[src/rtl/seq_pkg.sv]
// Shared definitions for the multicycle sequencer.
// Holds the state encoding, which also appears on the state_o debug port,
// and the default memory-wait timeout.
package seq_pkg;

    localparam int TIMEOUT_DEFAULT = 16;

    typedef enum logic [2:0] {
        IDLE    = 3'd0,
        FETCH   = 3'd1,
        DECODE  = 3'd2,
        EXECUTE = 3'd3,
        MEM     = 3'd4,
        WB      = 3'd5,
        HALT    = 3'd6
    } seq_state_e;

endpackage

[src/rtl/multicycle_sequencer_if.sv]
// Unified memory port shared by instruction fetch and data access.
//
// Handshake: mem_req_o is the valid. Once raised it stays high, together with
// stable mem_we_o and mem_fetch_o, until the memory answers. mem_ready_i is the
// ready. A request completes in the cycle where mem_req_o and mem_ready_i are
// both 1. mem_ready_i has no effect while mem_req_o is 0.
//
//   mem_req_o    sequencer -> memory  request valid
//   mem_we_o     sequencer -> memory  request is a write
//   mem_fetch_o  sequencer -> memory  request is an instruction fetch
//   mem_ready_i  memory -> sequencer  request completes this cycle
interface multicycle_sequencer_if;
    logic mem_req_o;
    logic mem_we_o;
    logic mem_fetch_o;
    logic mem_ready_i;

    modport master (output mem_req_o, output mem_we_o, output mem_fetch_o,
                    input  mem_ready_i);
    modport slave  (input  mem_req_o, input  mem_we_o, input  mem_fetch_o,
                    output mem_ready_i);
endinterface

[src/rtl/seq_wait_timer.sv]
// Memory wait timer.
// Counts cycles spent waiting for the memory and flags when the count reaches
// TIMEOUT-1. The owner qualifies 'expired' with its own waiting condition.
//   clk, reset  clock and asynchronous active-low reset
//   clear       force the count to zero (has priority over enable)
//   enable      count up by one this cycle
//   expired     count equals TIMEOUT-1
module seq_wait_timer #(
    parameter int TIMEOUT = seq_pkg::TIMEOUT_DEFAULT
) (
    input  logic clk,
    input  logic reset,
    input  logic clear,
    input  logic enable,
    output logic expired
);

    localparam int CW = $clog2(TIMEOUT);

    logic [CW-1:0] count;

    always_ff @(posedge clk or negedge reset) begin
        if (!reset) begin
            count <= '0;
        end else if (clear) begin
            count <= '0;
        end else if (enable) begin
            count <= count + CW'(1);
        end
    end

    assign expired = (count == CW'(TIMEOUT - 1));

endmodule

[src/rtl/multicycle_sequencer.sv]
// Control sequencer for the multicycle RV32I core.
// Steps IDLE -> FETCH -> DECODE -> EXECUTE -> [MEM] -> WB, turns the decoded
// control bits into one-cycle write-enable pulses, arbitrates the single memory
// port between fetch and data access, counts retired instructions, and parks
// in HALT on an illegal opcode, ECALL/EBREAK or a memory timeout.
//   clk, reset                     clock and asynchronous active-low reset
//   start_i, stop_i                leave IDLE / return to IDLE after retiring
//   regwren_i, memren_i, memwren_i decoded write/load/store controls
//   illegal_i, halt_req_i          decoded illegal opcode / ECALL-EBREAK
//   mem_if                         unified memory port (master side)
//   ir_we_o .. pc_we_o             datapath capture/write pulses
//   halt_o, err_o                  halted, and whether it was an error
//   state_o                        current state, for debug
//   instret_o                      retired-instruction count
module multicycle_sequencer
    import seq_pkg::*;
#(
    parameter int DWIDTH  = 32,
    parameter int TIMEOUT = TIMEOUT_DEFAULT
) (
    input  logic                  clk,
    input  logic                  reset,
    input  logic                  start_i,
    input  logic                  stop_i,
    input  logic                  regwren_i,
    input  logic                  memren_i,
    input  logic                  memwren_i,
    input  logic                  illegal_i,
    input  logic                  halt_req_i,
    multicycle_sequencer_if.master mem_if,
    output logic                  ir_we_o,
    output logic                  alu_we_o,
    output logic                  mdr_we_o,
    output logic                  rf_we_o,
    output logic                  pc_we_o,
    output logic                  halt_o,
    output logic                  err_o,
    output logic [2:0]            state_o,
    output logic [DWIDTH-1:0]     instret_o
);

    seq_state_e        state, next_state;
    logic              err_q;
    logic [DWIDTH-1:0] instret_q;
    logic              err_set;
    logic              retire;
    logic              waiting;
    logic              expired;
    logic              mem_req, mem_we, mem_fetch;

    // Timer runs only while a memory request is outstanding; every other
    // state holds it cleared, so it restarts from zero on entry to FETCH/MEM.
    assign waiting = (state == FETCH) || (state == MEM);

    seq_wait_timer #(.TIMEOUT(TIMEOUT)) u_wait_timer (
        .clk     (clk),
        .reset   (reset),
        .clear   (!waiting),
        .enable  (waiting && !mem_if.mem_ready_i),
        .expired (expired)
    );

    always_ff @(posedge clk or negedge reset) begin
        if (!reset) begin
            state     <= IDLE;
            err_q     <= 1'b0;
            instret_q <= '0;
        end else begin
            state <= next_state;
            if (err_set) begin
                err_q <= 1'b1;
            end
            if (retire) begin
                instret_q <= instret_q + DWIDTH'(1);
            end
        end
    end

    always_comb begin
        next_state = state;
        mem_req    = 1'b0;
        mem_we     = 1'b0;
        mem_fetch  = 1'b0;
        ir_we_o    = 1'b0;
        alu_we_o   = 1'b0;
        mdr_we_o   = 1'b0;
        rf_we_o    = 1'b0;
        pc_we_o    = 1'b0;
        err_set    = 1'b0;
        retire     = 1'b0;
        case (state)
            IDLE: begin
                if (start_i) next_state = FETCH;
            end
            FETCH: begin
                mem_req   = 1'b1;
                mem_fetch = 1'b1;
                // A ready in the last allowed cycle still completes normally.
                if (mem_if.mem_ready_i) begin
                    ir_we_o    = 1'b1;
                    next_state = DECODE;
                end else if (expired) begin
                    err_set    = 1'b1;
                    next_state = HALT;
                end
            end
            DECODE: begin
                if (illegal_i) begin
                    err_set    = 1'b1;
                    next_state = HALT;
                end else begin
                    next_state = EXECUTE;
                end
            end
            EXECUTE: begin
                alu_we_o   = 1'b1;
                next_state = (memren_i || memwren_i) ? MEM : WB;
            end
            MEM: begin
                mem_req = 1'b1;
                mem_we  = memwren_i;
                if (mem_if.mem_ready_i) begin
                    // Load and store both set is a store: no load data capture.
                    mdr_we_o   = memren_i && !memwren_i;
                    next_state = WB;
                end else if (expired) begin
                    err_set    = 1'b1;
                    next_state = HALT;
                end
            end
            WB: begin
                rf_we_o = regwren_i;
                pc_we_o = 1'b1;
                retire  = 1'b1;
                if (halt_req_i)  next_state = HALT;
                else if (stop_i) next_state = IDLE;
                else             next_state = FETCH;
            end
            HALT: begin
                next_state = HALT;
            end
            default: begin
                next_state = IDLE;
            end
        endcase
    end

    // Request outputs come from the state register, so the asynchronous reset
    // drops mem_req_o at once.
    assign mem_if.mem_req_o   = mem_req;
    assign mem_if.mem_we_o    = mem_we;
    assign mem_if.mem_fetch_o = mem_fetch;
    assign halt_o             = (state == HALT);
    assign err_o              = err_q;
    assign state_o            = state;
    assign instret_o          = instret_q;

endmodule

[src/flat_wrapper.sv]
// flat-port wrapper written by rule: the top's interface ports become plain ports
module multicycle_sequencer_flat import seq_pkg::*;
#(
    parameter int DWIDTH  = 32,
    parameter int TIMEOUT = TIMEOUT_DEFAULT
)
  (clk, reset, start_i, stop_i, regwren_i, memren_i, memwren_i, illegal_i, halt_req_i, ir_we_o, alu_we_o, mdr_we_o, rf_we_o, pc_we_o, halt_o, err_o, state_o, instret_o, mem_if_mem_req_o, mem_if_mem_we_o, mem_if_mem_fetch_o, mem_if_mem_ready_i);
  multicycle_sequencer_if mem_if_i ();
  input  logic clk;
  input  logic reset;
  input  logic start_i;
  input  logic stop_i;
  input  logic regwren_i;
  input  logic memren_i;
  input  logic memwren_i;
  input  logic illegal_i;
  input  logic halt_req_i;
  output logic ir_we_o;
  output logic alu_we_o;
  output logic mdr_we_o;
  output logic rf_we_o;
  output logic pc_we_o;
  output logic halt_o;
  output logic err_o;
  output logic [2:0] state_o;
  output logic [DWIDTH-1:0] instret_o;
  output wire logic [$bits(mem_if_i.mem_req_o)-1:0] mem_if_mem_req_o;
  output wire logic [$bits(mem_if_i.mem_we_o)-1:0] mem_if_mem_we_o;
  output wire logic [$bits(mem_if_i.mem_fetch_o)-1:0] mem_if_mem_fetch_o;
  input wire logic [$bits(mem_if_i.mem_ready_i)-1:0] mem_if_mem_ready_i;
  assign mem_if_mem_req_o = mem_if_i.mem_req_o;
  assign mem_if_mem_we_o = mem_if_i.mem_we_o;
  assign mem_if_mem_fetch_o = mem_if_i.mem_fetch_o;
  assign mem_if_i.mem_ready_i = mem_if_mem_ready_i;
  multicycle_sequencer #(.DWIDTH(DWIDTH), .TIMEOUT(TIMEOUT)) u_core (.clk(clk), .reset(reset), .start_i(start_i), .stop_i(stop_i), .regwren_i(regwren_i), .memren_i(memren_i), .memwren_i(memwren_i), .illegal_i(illegal_i), .halt_req_i(halt_req_i), .mem_if(mem_if_i), .ir_we_o(ir_we_o), .alu_we_o(alu_we_o), .mdr_we_o(mdr_we_o), .rf_we_o(rf_we_o), .pc_we_o(pc_we_o), .halt_o(halt_o), .err_o(err_o), .state_o(state_o), .instret_o(instret_o));
endmodule
[config.mk]
export PLATFORM = sky130hd
export DESIGN_NAME = multicycle_sequencer_flat
export DESIGN_NICKNAME = d
export VERILOG_FILES = /design/src/rtl/seq_pkg.sv /design/src/rtl/multicycle_sequencer_if.sv /design/src/rtl/seq_wait_timer.sv /design/src/rtl/multicycle_sequencer.sv /design/src/flat_wrapper.sv
export SDC_FILE = /design/constraint.sdc
export NUM_CORES = 1
export LEC_CHECK = 0
export CORE_ASPECT_RATIO = 1.5
export CORE_MARGIN = 4
export CORE_UTILIZATION = 40
export CTS_CLUSTER_SIZE = 28
export DETAILED_ROUTE_END_ITERATION = 10
export PLACE_DENSITY_LB_ADDON = 0.3
export SYNTH_ARGS = -nofsm -noshare
export SYNTH_HDL_FRONTEND = slang
export SYNTH_SLANG_ARGS = --single-unit
[constraint.sdc]
create_clock -name clk -period 1.5 [get_ports clk]
set_input_delay 0.225 -clock clk [delete_from_list [all_inputs] [get_ports clk]]
set_output_delay 0.225 -clock clk [all_outputs]
set_load 0.01 [all_outputs]
# ---- Word level (Yosys, flattened, before mapping)
# Cells that the tools add are included.
# W data, S select, Z words.
dict set report totals {
  word_cells 48
  reg_bits 40
  output_inout_bits 45
}
dict set report classes {
  mux 25
  eq_ne 9
  addsub 2
  n_reduce_logical 8
}
# op count
set op_table {}
lappend op_table {{$add A32 B1 Y32 const B} 1}
lappend op_table {{$pmux W3 S7} 1}
lappend op_table {{$mux W3} 6}
lappend op_table {{$mux W1} 15}
lappend op_table {{$eq A3 B3 Y1 const B} 3}
lappend op_table {{$mux W4} 2}
lappend op_table {{$eq A3 B2 Y1 const B} 2}
lappend op_table {{$add A4 B1 Y4 const B} 1}
lappend op_table {{$eq A4 B4 Y1 const B} 1}
lappend op_table {{$ne A2 B2 Y1 const B} 2}
lappend op_table {{$eq A3 B1 Y1 const B} 1}
lappend op_table {{$logic_not A3 Y1} 1}
lappend op_table {{$logic_and A1 B1 Y1} 2}
lappend op_table {{$logic_not A1 Y1} 2}
lappend op_table {{$logic_or A1 B1 Y1} 2}
lappend op_table {{$pmux W1 S2} 1}
lappend op_table {{$reduce_or A2 Y1} 1}

# ---- Longest topological paths before layout
dict set report depth {
  ltp_word 5
  mapped_depth 6
}

# ---- Modules after synthesis
# A second synthesis with hierarchy kept.
dict set report unflattened {
  cells_unflattened 191
  hier_area_um2 2014.4
}
# mod area_each_um2 seq_area_each_um2 cells_per_inst instances
set modules_own_cells {}
lappend modules_own_cells {multicycle_sequencer 1815.5 900.9 174 1}
lappend modules_own_cells {seq_wait_timer 198.9 100.1 17 1}

# ---- Worst setup path after synthesis
# No wires, ideal clock.
dict set report synth_timing {
  path_kind {reg-to-reg}
  from {register u_core.instret_q[17] (netlist: u_core.instret_o[17])}
  to {register u_core.instret_q[30] (netlist: u_core.instret_o[30])}
  t_required_ns 1.421
  arrival_time_ns 1.517
  setup_time_ns 0.079
  path_stages_with_launch 5
  path_buffers 0
  path_slack_ns -0.096
  cell_sequence {dfrtp_1 nand4_2 or4_4 nor3b_2 xor2_1}
}
dict set report synth_between {
  elab_chain_cells 1
}
# element line
set synth_lines {}
lappend synth_lines {{start, declared} multicycle_sequencer.sv:44} ;# logic [DWIDTH-1:0] instret_q;
lappend synth_lines {{start signal, assigned} multicycle_sequencer.sv:74} ;# instret_q <= instret_q + DWIDTH'(1);
lappend synth_lines {{$add A32 B1 Y32} multicycle_sequencer.sv:74}
# Every way passes these cells.
# A chain may end at the register's enable or synchronous reset.

# ---- Worst setup path after layout
dict set report layout_timing {
  from {register u_core.state[0] (netlist: u_core.state_o[0])}
  to {output port mem_if_mem_req_o}
}
dict set report layout_between {
  elab_chain_cells 3
  word_cells_on_any_way 4
  cone_classes {eq/ne: 2; mux: 1; reduce/logical: 1}
}
# element line
set layout_lines {}
lappend layout_lines {{start, declared} multicycle_sequencer.sv:42} ;# seq_state_e state, next_state;
lappend layout_lines {{start signal, assigned} multicycle_sequencer.sv:69} ;# state <= next_state;
lappend layout_lines {{$eq A3 B3 Y1 / $eq A3 B1 Y1 (equally long branches)} multicycle_sequencer.sv:91} ;# case (state)
lappend layout_lines {{$reduce_or A2 Y1 (no line) *} n/a}
lappend layout_lines {{$mux W1 *} multicycle_sequencer.sv:91}
lappend layout_lines {{end, declared} flat_wrapper.sv:27} ;# output wire logic [$bits(mem_if_i.mem_req_o)-1:0] mem_if_mem_req_o;
# Mark *: on every way between the ends. The rest lies on a longest branch, timed or not.

==> results.ini <==
[placed_design]
placed_area_mm2 = 0.00310
dp_hpwl_um = 3970
gp_congestion = 0.838
dp_cells = 368
port_buffers = 54

[setup_path]
critPathCaptureType = output pin
slowest_stage = dfrtp_2
slowest_delay_ns = 0.45
worstPathMaxFanout = 4
path_cells = buf_6 -> nand2b_4 -> a21o_1 -> inv_1 -> buf_2
start_kind = flop
reg2regPathDepth = 7
crit_type = flop to output pin
required_ns = 1.27
arrival_ns = 1.38

[drt]
routed_wl_um = 6290
drt_first_iter_violations = 87
dr_total_vias = 2087
drc = 0
vias_per_cell = 5.13
first_pass_iters = 4
postRouteAntennaNets = 0
wl_per_cell_um = 15.5

[layout]
final_cell_area_mm2 = 0.00367
fillerInstances = 343
drive_above_1_share = 0.466
fin_cells = 407
num-nets-final = 352
area_growth_syn_to_layout_pct = 76.8
diodes = 0

[yosys]
synth_fp_nets = 212
syn_area_per_cell_um2 = 10.4
synth_seq_cells = 40
syn_area_mm2 = 0.00208
yosys-top-cells-area = dfrtp_1 48%, xnor2_1 8.0%, xor2_1 6.3%, nor2_1 3.6%, nand3_1 2.9%
synth_area_leader_cell = dfrtp_1
synthCells = 200
synth_top_area_share = 0.482
synth.distinct_cells = 41
synth_warnings = 0
ys_seq_area_frac = 0.482

[run_status]
violations = negative setup slack
status = finished with violations

[timing]
setup_viol = 30
maxSlewViolCount = 0
worstMarginPinSlew_ns = 0.317
setup_ws_ns = -0.109
hold_violations = 0
slew_headroom = 0.786
rsz0062_at_grt = true
fin_crit_sh = 1.07
skew_ns = 0.00783
fmax_mhz = 622
period_needed_ns = 1.61
hold_slack_ns = 0.436

[flow_run]
maxCapViolCount = 0

[global_routing]
grt_use_total = 0.200
grt-ovfl-total = 0
grt_pass1_vias = 2125
grt_start_max_net_pins = 41
grt_pass1_wl_um = 9820
antenna_found_initial = 0

[pwr]
p_leak_uw = 0.00193
powerDensity_mw_per_mm2 = 1100
ir_drop_v = 0.000955

[floorplan]
core_mm2 = 0.00493
die_h_um = 96.3
die_x_um = 66.8
ios = 55
die_area_mm2 = 0.00643
rows = 31
initial_utilization = 0.422

[cts]
clk_path_buf_depth = 2
numCtsBuffers = 5
cts_root_buf = clkbuf_8
htreeDepth = 2
clk_latency_ns = 0.30
clkTransAtPathRegs_ns = 0.08
tritoncts = built
clock_sinks = 40

[worst_hold_path]
hold_path_class = input pin to asynchronous set/reset pin

-- final timing paths --
path | start | end | slack, ns
setup / recovery | u_core.state_o[0] | mem_if_mem_req_o | -0.11
hold reg to reg | u_core.instret_o[31] | u_core.instret_o[31] | 0.48
max in group asynchronous | reset | u_core.state_o[0] | 0.85
hold / removal | reset | u_core.instret_o[23] | 0.44
setup reg to reg | u_core.state_o[0] | u_core.instret_o[31] | -0.10
min in group clk | u_core.instret_o[31] | u_core.instret_o[31] | 0.48
-- placed cells by master, fill, tap and decap left out, drive strengths merged, types with 8 or more instances in the layout --
cell type      instances
nand3                 12
inv                    9
clkdlybuf4s50         17
nand2                 16
clkbuf                 8
xor2                  15
dfrtp                 40
dlygate4sd2           21
nand4                 12
nor2                  20
xnor2                 19
buf                   90
nor3                   9
-- cell families (layout without fill, tap and decap cells) --
| kind of cell | after synthesis | in the layout | synth area share |
|---|---|---|---|
| and+or+nand+nor | 94 | 95 | 0.283 |
| AOI/OAI and AO/OA | 15 | 15 | 0.0464 |
| xor gates and xnor gates | 34 | 34 | 0.143 |
| buffers and inverters | 13 | 153 | 0.0241 |
| muxes | 2 | 2 | 0.00964 |
| DFF | 40 | 40 | 0.482 |
| adders and majority gates | 2 | 2 | 0.0120 |
-- synthesized netlist by cell type, drive strengths merged --
library cell and n:
nor4b 2, and4b 2, a21o 1, nand4 11, a31oi 1, nand2 16, xor2 15, nor4bb 1
buf 1, and4 2, nand4b 1, a211oi 1, ha 2, mux2i 2, a2bb2oi 1, o31ai 1
nor2 20, nor4 4, and2 3, inv 9, clkbuf 3, xnor2 19, nand3 12, nand2b 3
o32a 1, o21ai 4, a21oi 4, nor2b 1, or2 2, and3 2, nor3b 1, dfrtp 40
or4 2, o22a 1, nor3 9
-- critical path: cells and delay by family (launching register included) --
family	cells	cell delay (ns)
and+or+nand+nor	1	0.13
buffers and inverters	3	0.31
AOI/OAI and AO/OA	1	0.19
DFF	1	0.45
-- routing by layer --
metal	GRT usage	vias up	wire length, µm
met1	0.213	1019	2260
met2	0.382	77	3530
met3	0.0491	11	363
met4	0.0525	0	142
li1	-	980	-
met5	0	-	0
-- sequential cells by signal (all words and copies together) (netlist names) --
name                       flops
u_core.u_wait_timer.count      4
u_core.state_o                 3
u_core.instret_o              32
u_core.err_o                   1
-- repair_timing --
action,CTS,global route
gates cloned,1,0
hold buffers,1,0
pin swaps,30,18
setup endpoints to repair,59,49
buffers inserted,17,12
endpoints found under the hold margin,40,0
resized for setup,93,49
-- cell type report --
type	count	area, µm²	share of cell area
Timing Repair Buffer	136	1180	0.321
Inverter	9	33.8	0.00920
Sequential cell	40	1010	0.276
Clock inverter	1	5.00	0.00136
Clock buffer	7	76.3	0.0208
Tap cell	66	82.6	0.0225
Multi-Input combinational cell	148	1280	0.350
-- power breakdown --
part	switching, µW	total [µW]	leakage [µW]	internal, µW
registers	131	1330	0.000527	1200
clock network	390	718	0.0000422	327
logic	902	1990	0.00136	1090
total	1420	4040	0.00193	2610
-- metrics by stage --
step | setup WS, ns | TNS [ns] | power, µW | utilization
floorplan | -0.00112 | -0.00112 | 1910 | -
global placement | -0.223 | -3.02 | 2740 | 0.628
detailed placement | -0.213 | -3.49 | 2760 | 0.628
CTS | -0.124 | -0.961 | 3670 | 0.694
global route | -0.176 | -3.38 | 4280 | 0.745
finish | -0.109 | -1.54 | 4040 | 0.745
Power figures use the tool's default switching activity.
